===== config.mk =====
export PLATFORM = sky130hd
export DESIGN_NAME = result_packer
export DESIGN_NICKNAME = d
export VERILOG_FILES = /design/src/rtl/result_packer.sv
export SDC_FILE = /design/constraint.sdc
export NUM_CORES = 2
export LEC_CHECK = 0
export BUFFER_PORTS_ARGS = -buffer_cell sky130_fd_sc_hd__buf_4
export CAP_MARGIN = 30
export CORE_MARGIN = 3
export CORE_UTILIZATION = 55
export CTS_BUF_LIST = sky130_fd_sc_hd__clkbuf_4
export CTS_CLUSTER_DIAMETER = 50
export DETAILED_ROUTE_END_ITERATION = 7
export HOLD_SLACK_MARGIN = 0.06
export PLACE_DENSITY = 0.79
export SYNTH_ARGS = -nofsm -noshare
export SYNTH_HDL_FRONTEND = slang
export SYNTH_SLANG_ARGS = --single-unit

===== constraint.sdc =====
create_clock -name clk_i -period 64.1 [get_ports clk_i]
set_clock_uncertainty 0.1 [all_clocks]
set_input_delay 12.82 -clock clk_i [delete_from_list [all_inputs] [get_ports clk_i]]
set_output_delay 12.82 -clock clk_i [all_outputs]
set_load 0.02 [all_outputs]

===== src/rtl/result_packer.sv =====
// Packs result words into wide lines. Word k of a line lands in slot k; a job's last word
// pads the unused slots and marks the line. One assembly register feeds one output register.
//
// state  | meaning
// S_FILL | assembly register accepting result words
// S_HOLD | line complete, output register occupied and not draining
module result_packer #(
  parameter int G_DATA_BUS_WIDTH = 512,
  parameter int G_RESULT_WIDTH = 32,
  parameter logic [G_RESULT_WIDTH-1:0] G_PAD_VALUE = '1
) (
  input  logic                        clk_i,
  input  logic                        rst_i,
  input  logic [G_RESULT_WIDTH-1:0]   res_data_i,
  input  logic                        res_valid_i,
  input  logic                        res_last_i,
  output logic                        res_ready_o,
  output logic [G_DATA_BUS_WIDTH-1:0] wr_data_o,
  output logic                        wr_valid_o,
  output logic                        wr_last_o,
  input  logic                        wr_ready_i,
  output logic [31:0]                 lines_o,
  output logic                        done_o
);
  localparam int N = G_DATA_BUS_WIDTH / G_RESULT_WIDTH;
  localparam int IW = (N > 1) ? $clog2(N) : 1;
  localparam logic [IW-1:0] LAST_IDX = IW'(N - 1);

  typedef enum logic {S_FILL, S_HOLD} state_t;

  state_t                      state_q, state_d;
  logic [IW-1:0]               idx_q;
  logic [G_DATA_BUS_WIDTH-1:0] asm_q, line_cmp, out_data_q;
  logic                        hold_last_q, out_valid_q, out_last_q, done_q;
  logic [31:0]                 lines_q;
  logic                        accept, complete, load_new, load_hold, drain, out_free;

  assign drain    = out_valid_q & wr_ready_i;
  assign out_free = ~out_valid_q | wr_ready_i;

  // Completed line: earlier slots from assembly, current word, pad above it.
  always_comb begin
    line_cmp = asm_q;
    for (int k = 0; k < N; k++) begin
      if (k == int'(idx_q))
        line_cmp[k*G_RESULT_WIDTH +: G_RESULT_WIDTH] = res_data_i;
      else if (k > int'(idx_q))
        line_cmp[k*G_RESULT_WIDTH +: G_RESULT_WIDTH] = G_PAD_VALUE;
    end
  end

  always_comb begin
    state_d     = state_q;
    res_ready_o = 1'b0;
    accept      = 1'b0;
    complete    = 1'b0;
    load_new    = 1'b0;
    load_hold   = 1'b0;
    case (state_q)
      S_FILL: begin
        res_ready_o = 1'b1;
        accept      = res_valid_i;
        complete    = res_valid_i & (res_last_i | (idx_q == LAST_IDX));
        if (complete) begin
          if (out_free) load_new = 1'b1;
          else          state_d  = S_HOLD;
        end
      end
      S_HOLD: begin
        if (wr_ready_i) begin
          load_hold = 1'b1;
          state_d   = S_FILL;
        end
      end
      default: state_d = S_FILL;
    endcase
  end

  always_ff @(posedge clk_i) begin
    if (rst_i) state_q <= S_FILL;
    else       state_q <= state_d;
  end

  always_ff @(posedge clk_i) begin
    if (rst_i) begin
      idx_q       <= '0;
      hold_last_q <= 1'b0;
      out_valid_q <= 1'b0;
      out_last_q  <= 1'b0;
      done_q      <= 1'b0;
      lines_q     <= '0;
    end else begin
      done_q <= drain & out_last_q;
      if (drain) lines_q <= lines_q + 32'd1;

      if (accept) begin
        if (complete) begin
          idx_q <= '0;
        end else begin
          idx_q <= idx_q + 1'b1;
          for (int k = 0; k < N; k++)
            if (k == int'(idx_q)) asm_q[k*G_RESULT_WIDTH +: G_RESULT_WIDTH] <= res_data_i;
        end
      end

      // Output register busy: park the finished line until it drains.
      if (complete && !load_new) begin
        asm_q       <= line_cmp;
        hold_last_q <= res_last_i;
      end

      if (load_new) begin
        out_data_q  <= line_cmp;
        out_last_q  <= res_last_i;
        out_valid_q <= 1'b1;
      end else if (load_hold) begin
        out_data_q  <= asm_q;
        out_last_q  <= hold_last_q;
        out_valid_q <= 1'b1;
      end else if (drain) begin
        out_valid_q <= 1'b0;
      end
    end
  end

  assign wr_data_o  = out_data_q;
  assign wr_valid_o = out_valid_q;
  assign wr_last_o  = out_last_q;
  assign lines_o    = lines_q;
  assign done_o     = done_q;
endmodule


# Yosys cells after proc, flatten, opt, wreduce, memory -nomap -nowiden
# Cells that the tools add are included.
dict set report op_classes {
  add_sub_neg 2
  n_mux 69
  n_lt_le_gt_ge 15
  n_reduce_logical 38
  eq_ne 17
  bitwise_logic 8
}
# op count
set ops {}
lappend ops {{$mux W512} 5}
lappend ops {{$mux W32} 46}
lappend ops {{$reduce_and A4 Y1} 15}
lappend ops {{$reduce_bool A2 Y1} 17}
lappend ops {{$add A32 B1 Y32 const B} 1}
lappend ops {{$eq A4 B4 Y1 const A} 8}
lappend ops {{$gt A4 B4 Y1 const A} 8}
lappend ops {{$eq A3 B4 Y1 const A} 4}
lappend ops {{$gt A3 B4 Y1 const A} 4}
lappend ops {{$mux W1} 16}
lappend ops {{$eq A2 B4 Y1 const A} 2}
lappend ops {{$gt A2 B4 Y1 const A} 2}
lappend ops {{$add A4 B1 Y4 const B} 1}
lappend ops {{$eq A1 B4 Y1 const A} 1}
lappend ops {{$eq A4 B4 Y1 const B} 1}
lappend ops {{$gt A1 B4 Y1 const A} 1}
lappend ops {{$logic_not A4 Y1} 1}
lappend ops {{$mux W4} 1}
lappend ops {{$and A1 B1 Y1} 3}
lappend ops {{$not A1 Y1} 3}
lappend ops {{$reduce_and A3 Y1} 1}
lappend ops {{$reduce_bool A3 Y1} 1}
lappend ops {{$ne A2 B1 Y1 const B} 1}
lappend ops {{$or A1 B1 Y1} 2}
lappend ops {{other kinds (4)} 4}
dict set report totals {
  output_inout_bits 548
  input_bits 37
  wordCells 173
  regBits 1065
}

# Depth between registers and ports, before layout
dict set report logic_depth {
  ltp_word 9
  ltp_mapped 8
  depth_no_buf 7
}

# Least setup slack after synthesis
# No wires, ideal clock.
dict set report synth_path {
  path_type {input to register}
  from {in wr_ready_i}
  to {reg out_data_q[0], in the netlist wr_data_o[0], enable pin}
  path_buffers 3
  cell_stages 7
  setup_slack_ps 27646
  t_arrival_ps 34955
  cell_sequence {buf_2 and2b_4 nor3_4 buf_6 buf_6 a21oi_1 nor2_1}
}
dict set report synth_between {
  elab_chain_len 6
}
# element line_no
set synth_lines {}
lappend synth_lines {{from (decl)} 21} ;# input logic wr_ready_i,
lappend synth_lines {{$or A1 B1 Y1} 39} ;# assign out_free = ~out_valid_q | wr_ready_i;
lappend synth_lines {{$mux W1} 65} ;# if (out_free) load_new = 1'b1;
lappend synth_lines {{$mux W1} 64} ;# if (complete) begin
lappend synth_lines {{$mux W1} 59} ;# case (state_q)
lappend synth_lines {{$reduce_bool A2 Y1 (no source line) *} --}
lappend synth_lines {{$reduce_and A2 Y1 (no source line) *} --}
lappend synth_lines {{to (signal assigned)} 113} ;# out_data_q <= line_cmp;
lappend synth_lines {{to (signal assigned)} 117} ;# out_data_q <= asm_q;
lappend synth_lines {{to (decl)} 33} ;# logic [G_DATA_BUS_WIDTH-1:0] asm_q, line_cmp, out_data_q;
# Every way passes the cells marked *; elsewhere a longest branch is shown, timed or not.
# A chain may end at the register's enable or synchronous reset.

# Worst setup path in the final report
dict set report layout_path {
  from {in res_valid_i}
  to {reg out_data_q[360], in the netlist wr_data_o[360], enable pin}
}
dict set report layout_between {
  elab_chain_len 5
}
# element line_no
set layout_lines {}
lappend layout_lines {{from (decl)} 15} ;# input logic res_valid_i,
lappend layout_lines {{$and A1 B1 Y1} 63} ;# complete = res_valid_i & (res_last_i | (idx_q == LAST_IDX));
lappend layout_lines {{$mux W1} 64}
lappend layout_lines {{$mux W1} 59}
lappend layout_lines {{$reduce_bool A2 Y1 (no source line)} --}
lappend layout_lines {{$reduce_and A2 Y1 (no source line)} --}
# Every way passes these cells.

==> impl_results.md <==
- WL/cell: 26.9 microns
- Area grow syn2layout: 19.6%
- Fillers: 5,677
- Die ar.: ~85,000 sq um
- Most common cell after layout, fill and taps aside: edfxtp_1
- Main combinational cell family by area after synthesis: compound AO/OA/AOI/OAI gates
- # DRC: 0
- Synth cell types: 51
- Vias: around 32,000
- VDD IR-drop max: ~0.016 mV
- Switching share of total power: 0.235
- Mapped Area: 44,900 sq um
- WP data required: around 65,000 ps
- First DRT Iteration DRCs: approximately 3,500
- WHS: 345 ps
- DP Wirelength: around 83,000 microns
- Root buf cell: clkbuf_4
- Max Fclk: 63.4 MHz
- Async SR Flop Fraction: 0
- Clk buf depth: 4
- CP max FO: 76
- Placed Area: just over 50,000 sq um
- Largest net degree at the start of global routing: 98
- Reg clk slew, reported paths: 60 ps
- P_int: approximately 1100 uW
- CP arrival: roughly 16,000 ps
- Cells after Synth: about 3,100
- Postcts setup bufs: 0
- Share of cells above drive strength 1: 0.307
- Final Hold Fails: 0
- Vias in the first global route: around 31,000
- Worst skew pair latency: roughly 1100 ps
- Final instance area: 53,700 sq um
- Fin crit period: 15,760 ps
- Final setup TNS: 0 ps
- Nets@finish: roughly 3,800
- Ports: ~590
- Adder-cell share of the synthesized area: 0.00139
- First-pass GRT wire length: roughly 200,000 microns
- Hold_buf cts: 0
- Worst Max-Slew Pin Slew: around 1100 ps
- Fin. max-slew vios: 0
- Net count after synthesis: ~3,200
- Outcome: complete, no violations
- GRT Residual Overflow: 0
- Comb pwr share: 0.068
- Chip Width: just under 300 microns
- Routability congestion estimate: roughly 0.84
- Initial Util: 0.556
- Ys flop type: edfxtp_1
- Cts repair resizes: 0
- Number of I/O port buffers: slightly below 600
- #FFs+latches synth: 1,065
- Synth Area in XOR/XNOR: 0.00527
- Most frequent cells in the layout: edfxtp_1 (1,024), o22a_1 (733), buf_4 (648), clkbuf_4 (396), nor2_1 (225)
- Leak Pwr: 0.0185 uW
- R2R Setup Slk: ~60,000 ps
- Setup crit end kind: flip-flop
- Final setup vio count: 0
- Via density: between 6 and 7
- Register area share after synthesis: 0.703
- Power density over the cells: approximately 27 nW/um^2
- Final ANT Viol Nets: 0
- Global Route Usage Sum: 0.310
- Max-cap violations: 0
- Crit Path Class: input port to flip-flop
- Worst Hold Class: flip-flop to flip-flop
- Die height: around 290 microns
- FP Rows: ~100
- Post-Synth Simple-Gate Area: 0.0610
- Router iterations before antenna repair: 6
- Num CTS Buffers: just under 300
- DRT Wirelength: around 130,000 microns
- CP startpoint kind: input port
- Std-Cell Core Area: slightly above 80,000 sq um
- RSZ-0062 raised after global routing: false
- Switch Pwr: between 300 and 400 uW
- H-tree Lvls: 5
- Synth Area in Compound Gates: 0.179
- CTS tree: yes
- Post-Route Utilization: 0.666
- Fin crit share: 0.246
- Initial antenna violation count: 3
- YS warnings: 0
- Slew headroom: 0.297
- Post-synthesis mux area share: 0.0165
- Clock share of power: 0.393
- CTS Sinks: between 1,000 and 1,500
- Syn avg cell area: between 10 and 15 sq um
- EDFF count, synth: 1,024
- Reg power frac: 0.540
## final timing paths
kind | from | endpoint | cells past startpoint
max | res_valid_i | wr_data_o[360]$_DFFE_PP_ | 12
min | asm_q[281]$_DFFE_PP_ | wr_data_o[281]$_DFFE_PP_ | 1
max reg2reg | idx_q[0]$_SDFFE_PP0P_ | wr_data_o[360]$_DFFE_PP_ | 12
min reg2reg | asm_q[281]$_DFFE_PP_ | wr_data_o[281]$_DFFE_PP_ | 1
## Yosys cell counts, types with 2 or more instances
library cell,number,area share
xor2_1,15,0.0029
nor4_1,6,0.00084
o21ai_1,32,0.0036
o31ai_1,31,0.0052
nand3_2,6,0.0013
nor3_1,10,0.0011
o21ai_0,138,0.015
or3_1,6,0.00084
buf_4,8,0.0013
xnor2_1,12,0.0023
nor3_4,2,0.00072
and4_1,5,0.00098
ha_1,5,0.0014
mux2_2,63,0.016
nand2_1,206,0.017
inv_1,8,0.00067
buf_6,5,0.0013
and2_1,6,0.00084
buf_2,118,0.013
o22a_1,733,0.14
dfxtp_1,41,0.018
nand4_1,12,0.0017
clkbuf_1,195,0.016
mux2i_1,2,0.00045
a21oi_1,68,0.0076
nor2_1,231,0.019
nor2b_1,38,0.0053
nand2b_1,41,0.0057
and3_1,5,0.00070
a211oi_1,2,0.00033
nand3_1,23,0.0026
nor2_2,3,0.00042
buf_1,12,0.0010
edfxtp_1,1024,0.69
a21oi_2,8,0.0016
## power by group through the flow
stage	logic, uW	clock network (uW)	registers [uW]
floorplan	48.0	0	813
global placement	92.3	0	795
detailed placement	96.3	0	795
CTS	96.7	576	780
global route	103	616	780
finish	97.8	567	780
## critical path, stage by stage
cell	delay, ps
buf_4	100
nand2b_1	280
nor3_4	270
buf_4	550
a21oi_1	230
nor2_4	140
buf_4	150
buf_16	320
buf_4	210
buf_16	330
buf_4	480
buf_16	330
## layout make-up
class                           instances  area [sq um]  share of cell area
Antenna cell                            2          5.00           0.0000932
Clock buffer                          396          2970              0.0554
Clock inverter                         65           348             0.00648
Inverter                                9          33.8            0.000629
Multi-Input combinational cell       1724         12100               0.226
Sequential cell                      1065         31600               0.588
Tap cell                             1060          1330              0.0247
Timing Repair Buffer                  666          5320              0.0990
## cell families (layout without fill, tap and decap cells)
| group | Yosys count | count (layout) |
|---|---|---|
| buf+inv | 347 | 1136 |
| compound gates | 1020 | 1020 |
| simple gates | 606 | 606 |
| flops | 1065 | 1065 |
| xor+xnor | 27 | 27 |
| other cells | 0 | 2 |
| mux | 66 | 66 |
| fa+ha+maj | 5 | 5 |
## per-layer routing
metal  wire length, microns  up-vias  global-route usage
li1                       -    13600                   -
met1                  49300    15500               0.405
met2                  62900     2138               0.483
met3                  15900      309              0.0878
met4                   6210        0               0.149
met5                      0        -                   0
## state kept, by name, indices dropped and copies added (netlist names)
| signal | count |
|---|---|
| asm_q | 512 |
| state_q | 1 |
| hold_last_q | 1 |
| lines_o | 32 |
| done_o | 1 |
| idx_q | 4 |
| wr_valid_o | 1 |
| wr_last_o | 1 |
| wr_data_o | 512 |
## per-stage QoR
stage	power, uW	std cells	setup slack, ps
after floorplan	861	3136	27650
after global placement	888	4505	46510
after detailed placement	892	4520	46560
after CTS	1450	4981	47710
after global routing	1500	4987	48180
final	1450	4987	48340
Note: power is estimated with default switching activity, not from simulation.
